===== config.mk =====
export PLATFORM = sky130hd
export DESIGN_NAME = mem_bus_arbiter
export DESIGN_NICKNAME = d
export VERILOG_FILES = /design/src/rtl/sysbus_pkg.sv /design/src/rtl/rr_arb2.sv /design/src/rtl/mem_bus_arbiter.sv
export SDC_FILE = /design/constraint.sdc
export NUM_CORES = 1
export LEC_CHECK = 0
export BUFFER_PORTS_ARGS = -buffer_cell sky130_fd_sc_hd__buf_4
export CELL_PAD_IN_SITES_DETAIL_PLACEMENT = 1
export CELL_PAD_IN_SITES_GLOBAL_PLACEMENT = 1
export CORE_AREA = 2 2 185 187
export DETAILED_ROUTE_END_ITERATION = 8
export DIE_AREA = 0 0 187 189
export PLACE_DENSITY_LB_ADDON = 0.1
export SLEW_MARGIN = 20
export SYNTH_ARGS = -nofsm -noshare
export SYNTH_HDL_FRONTEND = slang
export SYNTH_SLANG_ARGS = --single-unit

===== constraint.sdc =====
create_clock -name clk -period 1.7 [get_ports clk]
set_input_delay 0.17 -clock clk [delete_from_list [all_inputs] [get_ports clk]]
set_output_delay 0.17 -clock clk [all_outputs]
set_load 0.05 [all_outputs]

===== src/rtl/sysbus_pkg.sv =====
// sysbus_pkg: shared system-bus constants and arbiter state type.
package sysbus_pkg;
    localparam int   TAG_WR_BIT = 12;
    localparam logic TAG_WR_VAL = 1'b0;
    localparam int   BEATS      = 8;
    typedef enum logic [1:0] {IDLE, ADDR, RDATA, WDATA} state_e;
endpackage


===== src/rtl/rr_arb2.sv =====
// rr_arb2: two-way round-robin pick; on a tie the port that did not win last goes first.
module rr_arb2 (
    input  logic [1:0] req_i,
    input  logic       last_i,
    output logic [1:0] gnt_o
);
    always_comb gnt_o = (&req_i) ? (last_i ? 2'b01 : 2'b10) : req_i;
endmodule


===== src/rtl/mem_bus_arbiter.sv =====
// mem_bus_arbiter: shares the DRAM system bus between the I-cache (port 0) and D-cache (port 1),
// re-arbitrating only between whole line transactions.
module mem_bus_arbiter #(
    parameter int BUS_DATA_WIDTH = 64,
    parameter int BUS_TAG_WIDTH  = 13,
    parameter int BEATS          = sysbus_pkg::BEATS
) (
    input  logic                      clk,
    input  logic                      reset,
    input  logic                      c0_reqcyc,
    output logic                      c0_reqack,
    input  logic [BUS_DATA_WIDTH-1:0] c0_req,
    input  logic [BUS_TAG_WIDTH-1:0]  c0_reqtag,
    output logic                      c0_respcyc,
    input  logic                      c0_respack,
    output logic [BUS_DATA_WIDTH-1:0] c0_resp,
    output logic [BUS_TAG_WIDTH-1:0]  c0_resptag,
    input  logic                      c1_reqcyc,
    output logic                      c1_reqack,
    input  logic [BUS_DATA_WIDTH-1:0] c1_req,
    input  logic [BUS_TAG_WIDTH-1:0]  c1_reqtag,
    output logic                      c1_respcyc,
    input  logic                      c1_respack,
    output logic [BUS_DATA_WIDTH-1:0] c1_resp,
    output logic [BUS_TAG_WIDTH-1:0]  c1_resptag,
    output logic                      m_reqcyc,
    input  logic                      m_reqack,
    output logic [BUS_DATA_WIDTH-1:0] m_req,
    output logic [BUS_TAG_WIDTH-1:0]  m_reqtag,
    input  logic                      m_respcyc,
    output logic                      m_respack,
    input  logic [BUS_DATA_WIDTH-1:0] m_resp,
    input  logic [BUS_TAG_WIDTH-1:0]  m_resptag,
    output logic [1:0]                grant,
    output logic                      busy
);
    import sysbus_pkg::*;

    localparam int CW = $clog2(BEATS);

    state_e                      state_q, state_d;
    logic                        owner_q, owner_d;
    logic                        wr_q, wr_d;
    logic                        last_q, last_d;
    logic [CW-1:0]               cnt_q, cnt_d;
    logic [1:0]                  pick;
    logic                        own_reqcyc, own_respack, last_beat, fwd_req, fwd_resp;
    logic [BUS_DATA_WIDTH-1:0]   own_req;
    logic [BUS_TAG_WIDTH-1:0]    own_reqtag, pick_tag;

    rr_arb2 u_arb (
        .req_i  ({c1_reqcyc, c0_reqcyc}),
        .last_i (last_q),
        .gnt_o  (pick)
    );

    assign own_reqcyc  = owner_q ? c1_reqcyc  : c0_reqcyc;
    assign own_req     = owner_q ? c1_req     : c0_req;
    assign own_reqtag  = owner_q ? c1_reqtag  : c0_reqtag;
    assign own_respack = owner_q ? c1_respack : c0_respack;
    assign pick_tag    = pick[1] ? c1_reqtag  : c0_reqtag;
    assign last_beat   = cnt_q == CW'(BEATS - 1);
    assign fwd_req     = state_q == ADDR || state_q == WDATA;
    assign fwd_resp    = state_q == RDATA;

    always_ff @(posedge clk) begin
        if (reset) begin
            state_q <= IDLE;
            owner_q <= 1'b0;
            wr_q    <= 1'b0;
            last_q  <= 1'b1;
            cnt_q   <= '0;
        end else begin
            state_q <= state_d;
            owner_q <= owner_d;
            wr_q    <= wr_d;
            last_q  <= last_d;
            cnt_q   <= cnt_d;
        end
    end

    always_comb begin
        state_d = state_q;
        owner_d = owner_q;
        wr_d    = wr_q;
        last_d  = last_q;
        cnt_d   = cnt_q;
        case (state_q)
            IDLE: if (|pick) begin
                state_d = ADDR;
                owner_d = pick[1];
                last_d  = pick[1];
                wr_d    = pick_tag[TAG_WR_BIT] == TAG_WR_VAL;
            end
            ADDR: if (!own_reqcyc) state_d = IDLE;
                else if (m_reqack) begin
                    cnt_d   = '0;
                    state_d = wr_q ? WDATA : RDATA;
                end
            RDATA: if (m_respcyc && own_respack) begin
                cnt_d   = last_beat ? '0 : cnt_q + CW'(1);
                state_d = last_beat ? IDLE : RDATA;
            end
            WDATA: if (own_reqcyc && m_reqack) begin
                cnt_d   = last_beat ? '0 : cnt_q + CW'(1);
                state_d = last_beat ? IDLE : WDATA;
            end
            default: state_d = IDLE;
        endcase
    end

    // Response routing follows the latched owner only; m_resptag is passed through untouched.
    always_comb begin
        m_reqcyc   = fwd_req && own_reqcyc;
        m_req      = fwd_req ? own_req : '0;
        m_reqtag   = state_q == ADDR ? own_reqtag : '0;
        m_respack  = fwd_resp && own_respack;
        c0_reqack  = fwd_req && !owner_q && m_reqack;
        c1_reqack  = fwd_req && owner_q && m_reqack;
        c0_respcyc = fwd_resp && !owner_q && m_respcyc;
        c1_respcyc = fwd_resp && owner_q && m_respcyc;
        c0_resp    = (fwd_resp && !owner_q) ? m_resp : '0;
        c1_resp    = (fwd_resp && owner_q) ? m_resp : '0;
        c0_resptag = (fwd_resp && !owner_q) ? m_resptag : '0;
        c1_resptag = (fwd_resp && owner_q) ? m_resptag : '0;
        grant      = state_q == IDLE ? 2'b00 : {owner_q, !owner_q};
        busy       = state_q != IDLE;
    end
endmodule


# Yosys cells after proc, flatten, opt, wreduce, memory -nomap -nowiden
# Index checks and enable logic that the tools add are counted.
# Widths: inputs -> output; s select.
# totals
regBits	8
in_bits	239
out_inout_bits	240
elab_cells	68
# classes
n_addsub	1
n_eq_ne	10
n_mux	29
n_bitwise	1
reduce_logical	22
# op_table
operator	n
$mux 64	4
$mux 13	5
$mux 2	10
$mux 3	5
$logic_and 1x1->1	12
$pmux 3 s3	1
$pmux 2 s4	1
$ne 2x2->1 const B	3
$reduce_and 5->1	1
$eq 2x2->1 const B	2
$ne 2x1->1 const B	2
$reduce_and 2->1	2
$reduce_and 4->1	1
$add 3x1->3 const B	1
$eq 3x3->1 const B	1
$mux 1	3
$ne 3x3->1 const B	1
$reduce_bool 3->1	1
$eq 2x1->1 const B	1
$logic_not 2->1	1
$reduce_bool 2->1	1
$reduce_or 2->1	1
$logic_not 1->1	1
$logic_or 1x1->1	1
$not 1->1	1

# Longest topological paths before layout
# Gate-level depths: netlist (run 1).
# depth
depth_word	5
ltp_mapped	6
ltp_nobuf	5

# By module
# Synthesis (run 1) repeated with hierarchy kept, for this count alone.
# hier_totals
hier_cells	409
area_unflattened_um2	2896.5
# modules_own_cells
module	n_inst	cells_each	area_each_um2	seq_area_each_um2
mem_bus_arbiter	1	406	2877.8	160.2
rr_arb2	1	3	18.8	0.0

# Worst setup path after synthesis (run 1)
# OpenSTA, ideal clock, no wires.
# synth_timing
path_kind	reg2out
from	register owner_q
to	output port c0_respcyc
t_arrival_ns	1.840
required_ns	1.530
setup_slack_ns	-0.310
path_stages_with_launch	5
path_buffers	3
cell_sequence	dfxtp_1 > buf_6 > buf_6 > buf_2 > nor3_1
# synth_via
elab_chain_len	3
# synth_rtl
item	line_no	text
from (decl)	mem_bus_arbiter.sv:42	logic owner_q, owner_d;
from (signal assigned)	mem_bus_arbiter.sv:75	owner_q <= owner_d;
$logic_not 1->1	mem_bus_arbiter.sv:120	c0_respcyc = fwd_resp && !owner_q && m_respcyc;
$logic_and 1x1->1 (2 in a row)	mem_bus_arbiter.sv:120	
to (decl)	mem_bus_arbiter.sv:14	output logic c0_respcyc,
# Every way passes these cells.

# Worst setup path in the final report (run 1)
# layout_timing
from	register state_q[0]
to	output port c1_resp[9]
# layout_via
elab_chain_len	3
# layout_rtl
item	line_no	text
from (decl)	mem_bus_arbiter.sv:41	state_e state_q, state_d;
from (signal assigned)	mem_bus_arbiter.sv:74	state_q <= state_d;
$eq 2x2->1	mem_bus_arbiter.sv:64	assign fwd_resp = state_q == RDATA;
$logic_and 1x1->1	mem_bus_arbiter.sv:123	c1_resp = (fwd_resp && owner_q) ? m_resp : '0;
$mux 64	mem_bus_arbiter.sv:123	
to (decl)	mem_bus_arbiter.sv:24	output logic [BUS_DATA_WIDTH-1:0] c1_resp,
# Every way passes these cells.

==> results by group, run 1 <==
Global routing
  – Gr ovfl total: 0
  – Initial antenna violation count: 2
  – Largest net degree at the start of global routing: 78
  – First-pass GRT wire length: ~31000 um
  – Vias in the first global route: ~5000
  – GRT Total Usage: between 10% and 20%

Layout
  – Final non-filler cell area: about 8300 sq um
  – Final nets: 1139
  – Synthesis-to-layout area growth: 184.2%
  – Filler Cells Inserted: 4002
  – Layout cells sized above 1: 68.78%

Detailed routing
  – Routed wire length per instance: ~18 um
  – Via count: 4784
  – Vias per inst: 3.552
  – 1st-pass router iterations: 4
  – WL final: 23970 um
  – Remaining DRCs: 0
  – Iter 0 DRT Violations: 65
  – Detail Route Antenna Nets: 0

Critical path
  – Largest stage delay, worst path: approximately 330 ps
  – Path type of the worst setup path: register to primary output
  – Delay-heaviest family, CP: buffers and inverters
  – Critical path, cell by cell: nand2b_4, nor2_4, buf_4, buf_12, and2_1, buf_6
  – Crit path buf inv count: 3
  – Worst setup SP type: register
  – CP max FO: 35
  – Slowest-stage cell, CP: dfxtp_2
  – Critical Path RT: 1530 ps
  – Crit path arrival time: between 1500 and 2000 ps
  – Setup crit end kind: primary output

Place
  – Placed wire-length estimate: between 15000 and 20000 um
  – Input/output buffers: between 400 and 500
  – GP Congestion: 0.7448
  – Pre-CTS setup slack: between 150 and 200 ps
  – Dpl cell area: roughly 7300 sq um

STA
  – Setup violators final: 0
  – Clock period minus worst slack: 1694 ps
  – Fin worst setup slack: about 6.0 ps
  – Worst-Margin Slew: between 300 and 400 ps
  – RSZ-0062 raised after global routing: yes
  – Crit share post-route: approximately 100%
  – Final Slew Violations: 0
  – Fin Setup TNS: 0 ps
  – Final Hold Fails: 0
  – Worst hold slack: 176.1 ps
  – Layout Skew: 1.882 ps
  – Fmax: 590.3 MHz
  – Slew headroom: 79.36%

Clock tree
  – Clk buf depth: 2
  – Clock buffer count from CTS: 3
  – CTS tree: done
  – Clock root buffer: clkbuf_16
  – Htree depth: 1
  – Clk_lat worst skew: about 230 ps
  – Clk slew on worst S/H paths: 40 ps
  – Cts hold-fix bufs: 0
  – Total clock sinks: 8

Run
  – Max cap viols: 0

Synthesis
  – Synth Register Bits: 8
  – Netlist cell types: 32
  – Synth warnings: 0
  – Top cell type by total area after synthesis: and2_1
  – Yosys top cell area share: 32.86%
  – Syn_nets: 655
  – Synth top area cells: and2_1, mux2i_1, nor2b_1
  – Post-Synthesis Cell Area: 2932 sq um
  – Syn_area_per_cell: ~7.1 sq um
  – Synth Instances: 414
  – Share of the yosys chip area belonging to registers: 5.463%

Die
  – Die height: between 150 and 200 um
  – CORE AREA: between 30000 and 40000 sq um
  – I/O Pins: 479
  – Placement Rows: 67
  – Initial Utilization: about 8.8%
  – Horiz. Die Dim: 187 um
  – Die ar.: 35340 sq um

Pwr
  – VDD IR-drop max: around 250 uV
  – Lkg Pwr: 3.962 nW
  – Power Total: 3.556 mW
  – PwrDens: 426.8 nW/um^2

Hold path
  – Min-Delay Path Class: input port to register

Outcome
  – Status: finished clean
## per-layer routing
metal  global-route usage, %  routed length [um]  vias up
met3                   3.299                1967       14
met1                   11.62                8252     2183
li1                        -                   -     2291
met4                   2.076                 303        0
met5                       0                   0        -
met2                   23.23               13450      296
## state kept, by name (all words and copies together) (netlist names)
signal and flops:
owner_q 1, cnt_q 3, state_q 2, wr_q 1, last_q 1
## cells in the final DEF, fill, tap and decap left out, drive strengths merged
cell / netlist / final
nor2b: 66 / 66
ha: 2 / 2
a211o: 1 / 1
and2: 154 / 154
nand2: 5 / 5
or2: 2 / 2
inv: 6 / 6
o21bai: 1 / 1
clkbuf: 22 / 11
o32ai: 1 / 1
a21oi: 3 / 3
nor2: 31 / 31
o221ai: 1 / 1
nand2b: 2 / 2
mux2i: 82 / 82
nor3: 2 / 2
a22oi: 1 / 1
a21boi: 1 / 1
dfxtp: 8 / 8
a211oi: 1 / 1
o21ai: 2 / 2
nand3: 4 / 4
nor3b: 1 / 1
buf: 14 / 508
o2bb2ai: 1 / 1
diode: 0 / 2
## cell families (layout without fill, tap and decap cells)
kind of cell | after synthesis | in the layout | synth area share, %
fa+ha+maj | 2 | 2 | 0.8535
simple gates | 267 | 267 | 54.12
compound gates | 13 | 13 | 3.714
other cells | 0 | 2 | 0
mux | 82 | 82 | 28.85
buf+inv | 42 | 525 | 6.999
flops | 8 | 8 | 5.463
## power by group
| part | leakage (nW) | internal (mW) | switching (mW) |
|---|---|---|---|
| logic | 3.86 | 1.26 | 1.67 |
| registers | 0.0664 | 0.203 | 0.0134 |
| clock network | 0.0382 | 0.313 | 0.101 |
| total | 3.96 | 1.77 | 1.78 |
## area by class of cell
| class | instances | area [sq um] | share of cell area [%] |
|---|---|---|---|
| clock buffers | 4 | 78.83 | 0.9461 |
| multi-input cells | 364 | 2846 | 34.16 |
| flip-flops and latches | 8 | 165.2 | 1.982 |
| diodes | 2 | 5.005 | 0.06007 |
| well taps | 448 | 560.5 | 6.728 |
| repair buffers | 515 | 4653 | 55.85 |
| inverters | 6 | 22.52 | 0.2703 |
## worst paths after layout
path                            slack [ps]                     from  depth (start not counted)                     to
worst max-delay path                     6  state_q[0]$_SDFFE_PP0P_                          6             c1_resp[9]
worst min-delay path                   180                    reset                          2  cnt_q[2]$_SDFFE_PP0P_
worst max register to register          80     owner_q$_SDFFE_PP0P_                          6  cnt_q[1]$_SDFFE_PP0P_
worst min register to register         490      last_q$_SDFFE_PP1P_                          1    last_q$_SDFFE_PP1P_
## cell usage after synthesis
| master | number |
|---|---|
| and2_1 | 154 |
| mux2i_1 | 80 |
| nor2b_1 | 66 |
| nor2_1 | 29 |
| clkbuf_1 | 15 |
| dfxtp_1 | 8 |
| buf_2 | 7 |
| clkbuf_2 | 7 |
| inv_1 | 6 |
| nand2_1 | 5 |
| buf_4 | 4 |
| nand3_1 | 4 |
| a21oi_1 | 3 |
| buf_6 | 2 |
| ha_1 | 2 |
| mux2i_4 | 2 |
| nor2_2 | 2 |
| nor3_1 | 2 |
| o21ai_0 | 2 |
| or2_1 | 2 |
| a211o_1 | 1 |
| a211oi_1 | 1 |
| a21boi_0 | 1 |
| a22oi_1 | 1 |
| buf_1 | 1 |
| nand2b_1 | 1 |
| nand2b_4 | 1 |
| nor3b_1 | 1 |
| o21bai_1 | 1 |
| o221ai_1 | 1 |
| o2bb2ai_1 | 1 |
| o32ai_4 | 1 |
## through the flow
stage	utilization [%]	instances
after floorplan	-	414
after global placement	21.94	1323
after detailed placement	21.94	1323
after CTS	22.90	1327
after global routing	25.03	1347
final	25.03	1347
## what timing repair did
item | 4_1_cts | 5_1_grt
resized for setup | 64 | 106
cloned | 0 | 12
setup buffers | 0 | 6
pin swaps | 0 | 1
endpoints found under the setup margin | 88 | 190
No activity file was read; power rests on OpenSTA's default activity.
==> inputs of run 2 (changes only) <==
PLACE_DENSITY = 0.58   (was default)
PLACE_DENSITY_LB_ADDON = default   (was 0.1)
==> run 2 against run 1 <==
  * The flow now finishes with violations (setup timing)
  * Sequential power about the same
  * Combinational power rose by 8.5%
  * Worst hold slack improved by 4.5 ps
  * Die area is the same
  * Critical path depth unchanged
  * Clock power barely moved
  * Wire length rose by 11%
  * Total power is 7.3% higher
  * Register-to-register slack better by 180 ps
  * Global-route usage is 1.0 points higher
  * Non-clock buffer count grew 9
  * Clock-buffer cell count did not move
  * Largest power group unchanged
==> results by group, run 2 (same netlist as run 1, synthesis figures left out) <==
Outcome
  – Status: finished, violations left
  – Failing checks: setup timing

Critical path
  – Most used cell, CP: buf_12
  – Critical Path RT: 1530 ps
  – Worst setup SP type: register
  – Slowest-stage cell, CP: dfxtp_4
  – Setup crit end kind: primary output
  – CP max FO: 13
  – Critical path, cell by cell: buf_12, buf_12, buf_12, mux2i_2, nor2b_2, buf_4
  – Path type of the worst setup path: register to primary output
  – Largest stage delay, worst path: roughly 380 ps
  – Crit path arrival time: 1550 ps

STA
  – Crit share post-route: 101.0%
  – Clock period minus worst slack: 1718 ps
  – Final Slew Violations: 0
  – RSZ-0062 raised after global routing: yes
  – Layout Skew: 2.163 ps
  – Worst-Margin Slew: 296.4 ps
  – Final Hold Fails: 0
  – Setup violators final: 11
  – Fmax: 582.2 MHz
  – Slew headroom: 79.67%
  – Fin worst setup slack: -17.56 ps

Layout
  – Final nets: 1148
  – Layout cells sized above 1: 78.48%
  – Filler Cells Inserted: 3943
  – Post-Layout Cell Count: ~1400
  – Synthesis-to-layout area growth: 206.6%
  – Leading cell type in the layout, fill and taps excluded: buf_4
  – Most frequent cells in the layout: buf_4, buf_6, and2_1, and2_4, nor2b_2
  – Max FFs per register: 3
  – Biggest register: cnt_q
  – Biggest regs: cnt_q: 3 flops, state_q: 2 flops

Clock tree
  – Clk_lat worst skew: between 200 and 250 ps
  – CTS tree: done
  – Clk buf depth: 2
  – Total clock sinks: 8
  – Clk slew on worst S/H paths: roughly 40 ps
  – Clock buffer count from CTS: 3
  – Htree depth: 1
  – Clock root buffer: clkbuf_16
  – Cts hold-fix bufs: 0

Global routing
  – Gr ovfl total: 0
  – Initial antenna violation count: 4
  – Vias in the first global route: 5213
  – GRT Total Usage: 12.51%
  – First-pass GRT wire length: approximately 33000 um
  – Largest net degree at the start of global routing: 78

Die
  – I/O Pins: 479
  – Placement Rows: 67
  – Horiz. Die Dim: between 150 and 200 um
  – Die height: 189 um
  – Die ar.: ~35000 sq um
  – CORE AREA: 33280 sq um
  – Initial Utilization: 8.809%

Detailed routing
  – Routed wire length per instance: 19.57 um
  – Routed wl met3: 1761 um
  – Uppermost layer routed: met4
  – Iter 0 DRT Violations: 68
  – 1st-pass router iterations: 4
  – Vias per inst: approximately 3.6
  – Met1 Routed Length: 9545 um
  – Detail Route Antenna Nets: 0
  – Met2 WL: about 15000 um
  – Via count: 4874
  – Remaining DRCs: 0
  – WL final: 26550 um

Place
  – Input/output buffers: around 480
  – Placed wire-length estimate: 21300 um
  – Placed Cells: ~1300
  – GP Congestion: a little under 0.8

Pwr
  – VDD IR-drop max: 215.2 uV
  – PwrDens: 424.5 nW/um^2
  – Lkg Pwr: 4.208 nW
  – Power Total: 3.815 mW

Hold path
  – Min-Delay Path Class: input port to register

Run
  – Max cap viols: 0
run 2: cell count changes in the layout (fill, tap and decap cells not counted), moves of 2 or more:
cell	before	now
and2_1	152	83
and2_4	2	71
buf_8	1	50
buf_6	129	95
mux2i_1	64	45
mux2i_2	14	24
mux2i_4	4	13
buf_4	366	358
nor2_1	22	25
nor2_2	7	4
buf_12	9	11
nor2b_2	64	62
run 2: path summary, 6_finish.rpt:
check | from | endpoint | slack [ps] | depth (start not counted)
worst max register to register | owner_q$_SDFFE_PP0P_ | cnt_q[2]$_SDFFE_PP0P_ | 260 | 5
worst min register to register | wr_q$_SDFFE_PP0P_ | wr_q$_SDFFE_PP0P_ | 490 | 2
worst min-delay path | reset | cnt_q[2]$_SDFFE_PP0P_ | 180 | 2
worst max-delay path | owner_q$_SDFFE_PP0P_ | m_req[6] | -20 | 6
run 2: final cells by class:
| cell class | instances | area (sq um) | share of cell area, % |
|---|---|---|---|
| Antenna cell | 3 | 7.507 | 0.08353 |
| Clock buffer | 4 | 78.83 | 0.8771 |
| Inverter | 6 | 22.52 | 0.2506 |
| Multi-Input combinational cell | 364 | 3164 | 35.21 |
| Sequential cell | 8 | 167.7 | 1.866 |
| Tap cell | 448 | 560.5 | 6.237 |
| Timing Repair Buffer | 524 | 4986 | 55.48 |
run 2: per-layer routing:
layer  global-route usage [%]  vias to the layer above
met3                    2.780                       13
met4                    2.106                        0
met2                    25.25                      289
li1                         -                     2316
met1                    13.24                     2256
met5                        0                        -
run 2: power by group:
part	total [mW]	leakage [nW]	internal (mW)	switching, mW
Combinational	3.18	4.10	1.39	1.80
Clock	0.414	0.0382	0.313	0.101
Sequential	0.217	0.0667	0.203	0.0142
run 2: per-stage QoR:
step / utilization, % / area, sq um / hold slack, ps / worst slack [ps] / setup TNS, ps
3_3_place_gp: 22.03 / 7333 / 419.5 / 196.1 / 0
4_1_cts: 23.25 / 7737 / 183.8 / -24.57 / -48.75
5_1_grt: 27.00 / 8987 / 188.7 / -71.24 / -2002
2_1_floorplan: - / 3104 / 360.6 / -34.16 / -350.6
3_5_place_dp: 22.03 / 7333 / 428.1 / 198.8 / 0
6_report: 27.00 / 8987 / 180.6 / -17.56 / -82.27
run 2: critical path: cells and delay by family, from the launching register on:
kind | cells | cell delay (ps)
AND/OR/NAND/NOR | 1 | 60
multiplexers | 1 | 250
buffers and inverters | 4 | 600
flip-flops | 1 | 380
run 2: what timing repair did:
action / in CTS / in global routing
resized for setup: 38 / 282
gates cloned: 3 / 10
setup endpoints to repair: 112 / 136
endpoints found under the hold margin: 0 / 0
pin swaps: 0 / 31
buffers inserted: 8 / 2
==> inputs of run 3 (changes only) <==
GPL_TIMING_DRIVEN = 0   (was default)
==> run 3 against run 2 <==
  * The run still ends with setup timing left
  * Total power grew 7.9%
  * Register-to-register slack lost 100 ps
  * Via count grew 6.2%
  * Clock power shrank 1%
  * Core utilization grew 3.7 points
  * Non-clock buffer count grew 27
  * Combinational power grew 9.7%
  * Critical endpoint is now c1_resp[39]
  * Critical path depth is the same
  * Die area is the same
  * Highest routed layer unchanged
  * Clock skew grew 1.9 ps
  * Sequential power is essentially flat
==> results by group, run 3 (same netlist as run 1, synthesis figures left out) <==
Pwr
  – PwrDens: 402.6 nW/um^2
  – Power Total: a little over 4 mW
  – VDD IR-drop max: 309.5 uV
  – Lkg Pwr: between 4 and 5 nW

Global routing
  – GRT Total Usage: 15.41%
  – Met1 Usage GRT: 14.65%
  – Initial antenna violation count: 8
  – GR peak layer: met2
  – GR Util met3: 2.947%
  – Largest net degree at the start of global routing: 11
  – Vias in the first global route: 5863
  – Met2 Use GR: 31.77%
  – Gr ovfl total: 0
  – First-pass GRT wire length: 40280 um

Outcome
  – Failing checks: setup timing
  – Status: finished, violations left

Die
  – Initial Utilization: 8.809%
  – Placement Rows: 67
  – Die ar.: 35340 sq um
  – Horiz. Die Dim: approximately 190 um
  – I/O Pins: 479
  – Die height: 189 um
  – CORE AREA: around 33000 sq um

Hold path
  – Min-Delay Path Class: input port to register
  – WHS Path Cells: 2

Clock tree
  – Cts hold-fix bufs: 0
  – Clk_lat worst skew: 240 ps
  – Clk slew on worst S/H paths: 40 ps
  – Clock buffer count from CTS: 3
  – Htree depth: 1
  – Clock root buffer: clkbuf_16
  – Clk buf depth: 2
  – Total clock sinks: 8
  – CTS tree: done

Run
  – Max cap viols: 0

Detailed routing
  – Vias per inst: 3.728
  – 1st-pass router iterations: 4
  – Remaining DRCs: 0
  – Detail Route Antenna Nets: 0
  – Iter 0 DRT Violations: 110
  – Via count: 5175
  – Routed wire length per instance: 22.02 um
  – WL final: ~30000 um

Layout
  – Final nets: 1175
  – Fin util: 30.72%
  – Filler Cells Inserted: 3798
  – Most frequent cells in the layout: buf_4, buf_8, and2_4, nor2b_2, buf_6
  – FF/Latch Area: approximately 170 sq um
  – Max FFs per register: 3
  – Biggest register: cnt_q
  – Leading cell type in the layout, fill and taps excluded: buf_4
  – Final non-filler cell area: roughly 10000 sq um
  – Synthesis-to-layout area growth: 248.8%
  – Area occupied by multi-input gates: 3461 sq um
  – Biggest regs: cnt_q: 3 flops, state_q: 2 flops
  – Layout cells sized above 1: a little under 90%

STA
  – Worst hold slack: 293.1 ps
  – Layout Skew: 4.060 ps
  – Final Slew Violations: 0
  – Fin worst setup slack: -89.93 ps
  – RSZ-0062 raised after global routing: yes
  – Worst-Margin Slew: between 300 and 400 ps
  – Slew headroom: 73.99%
  – Final Hold Fails: 0
  – Setup violators final: between 100 and 150
  – Clock period minus worst slack: 1790 ps
  – Crit share post-route: 105.3%
  – Fmax: 558.7 MHz

Critical path
  – Slowest-stage cell, CP: dfxtp_4
  – Reg2reg path depth: 6
  – Crit path arrival time: roughly 1600 ps
  – Path type of the worst setup path: register to primary output
  – Critical Path RT: 1530 ps
  – Setup crit end kind: primary output
  – Delay-heaviest family, CP: buffers and inverters
  – Worst setup SP type: register
  – CP max FO: 7
  – Critical path, cell by cell: clkinvlp_4, nor2_4, clkbuf_16, clkbuf_16, and2_4, buf_8
  – Crit path buf inv count: 4
  – Largest stage delay, worst path: 390 ps
  – Most used cell, CP: clkbuf_16
  – WP depth: 6

Place
  – Dpl cell area: 7246 sq um
  – Pre-CTS setup slack: -477.2 ps
  – Placed wire-length estimate: 23290 um
  – GP Congestion: 0.8041
  – Input/output buffers: 477
[run 3: cell types whose count changed in the layout (fill, tap and decap cells not counted), sizes merged]
| cell | delta |
|---|---|
| clkbuf | +17 |
| buf | +9 |
| diode | +5 |
| clkinvlp | +1 |
| inv | -1 |
[run 3: worst paths after layout]
path | start | end | slack [ps]
max | owner_q$_SDFFE_PP0P_ | c1_resp[39] | -90
min | reset | cnt_q[0]$_SDFFE_PP0P_ | 290
max reg2reg | state_q[0]$_SDFFE_PP0P_ | cnt_q[0]$_SDFFE_PP0P_ | 160
min reg2reg | last_q$_SDFFE_PP1P_ | last_q$_SDFFE_PP1P_ | 490
[run 3: metrics by stage]
stage / std cells / setup TNS, ps
2_1_floorplan: 414 / -350.6
3_3_place_gp: 1339 / -49590
3_5_place_dp: 1339 / -50840
5_1_grt: 1387 / -10880
6_report: 1388 / -5217
4_1_cts: 1374 / -11480
[run 3: layout make-up]
| cell class | count | area share, % |
|---|---|---|
| Antenna cell | 8 | 0.1958 |
| Buffer | 31 | 4.919 |
| Clock buffer | 3 | 0.7342 |
| Inverter | 6 | 0.2570 |
| Multi-Input combinational cell | 364 | 33.85 |
| Sequential cell | 8 | 1.652 |
| Tap cell | 448 | 5.482 |
| Timing Repair Buffer | 520 | 52.91 |
[run 3: power by group]
part	total (mW)	switching [mW]	internal [mW]
Clock	0.410	0.105	0.305
Sequential	0.220	0.0163	0.203
Combinational	3.49	1.91	1.58
[run 3: worst register-to-register path, stage by stage, from the launching register on]
cell and delay (ps):
dfxtp_4 350, nand2b_4 180, buf_4 140, buf_4 150, o32ai_4 340, mux2i_1 220
nor2_1 50
[run 3: metal layers]
layer,share of wire (%),routed length [um],vias to the layer above
met3,6.2,1894,45
met5,0,0,-
li1,-,-,2374
met2,57,17320,341
met1,33,10170,2415
met4,3.9,1186,0
[run 3: timing repair]
action / in CTS / in global routing
cloned: 16 / 5
resized for setup: 555 / 105
pin swaps: 85 / 44
endpoints found under the setup margin: 237 / 228
buffers inserted: 16 / 9
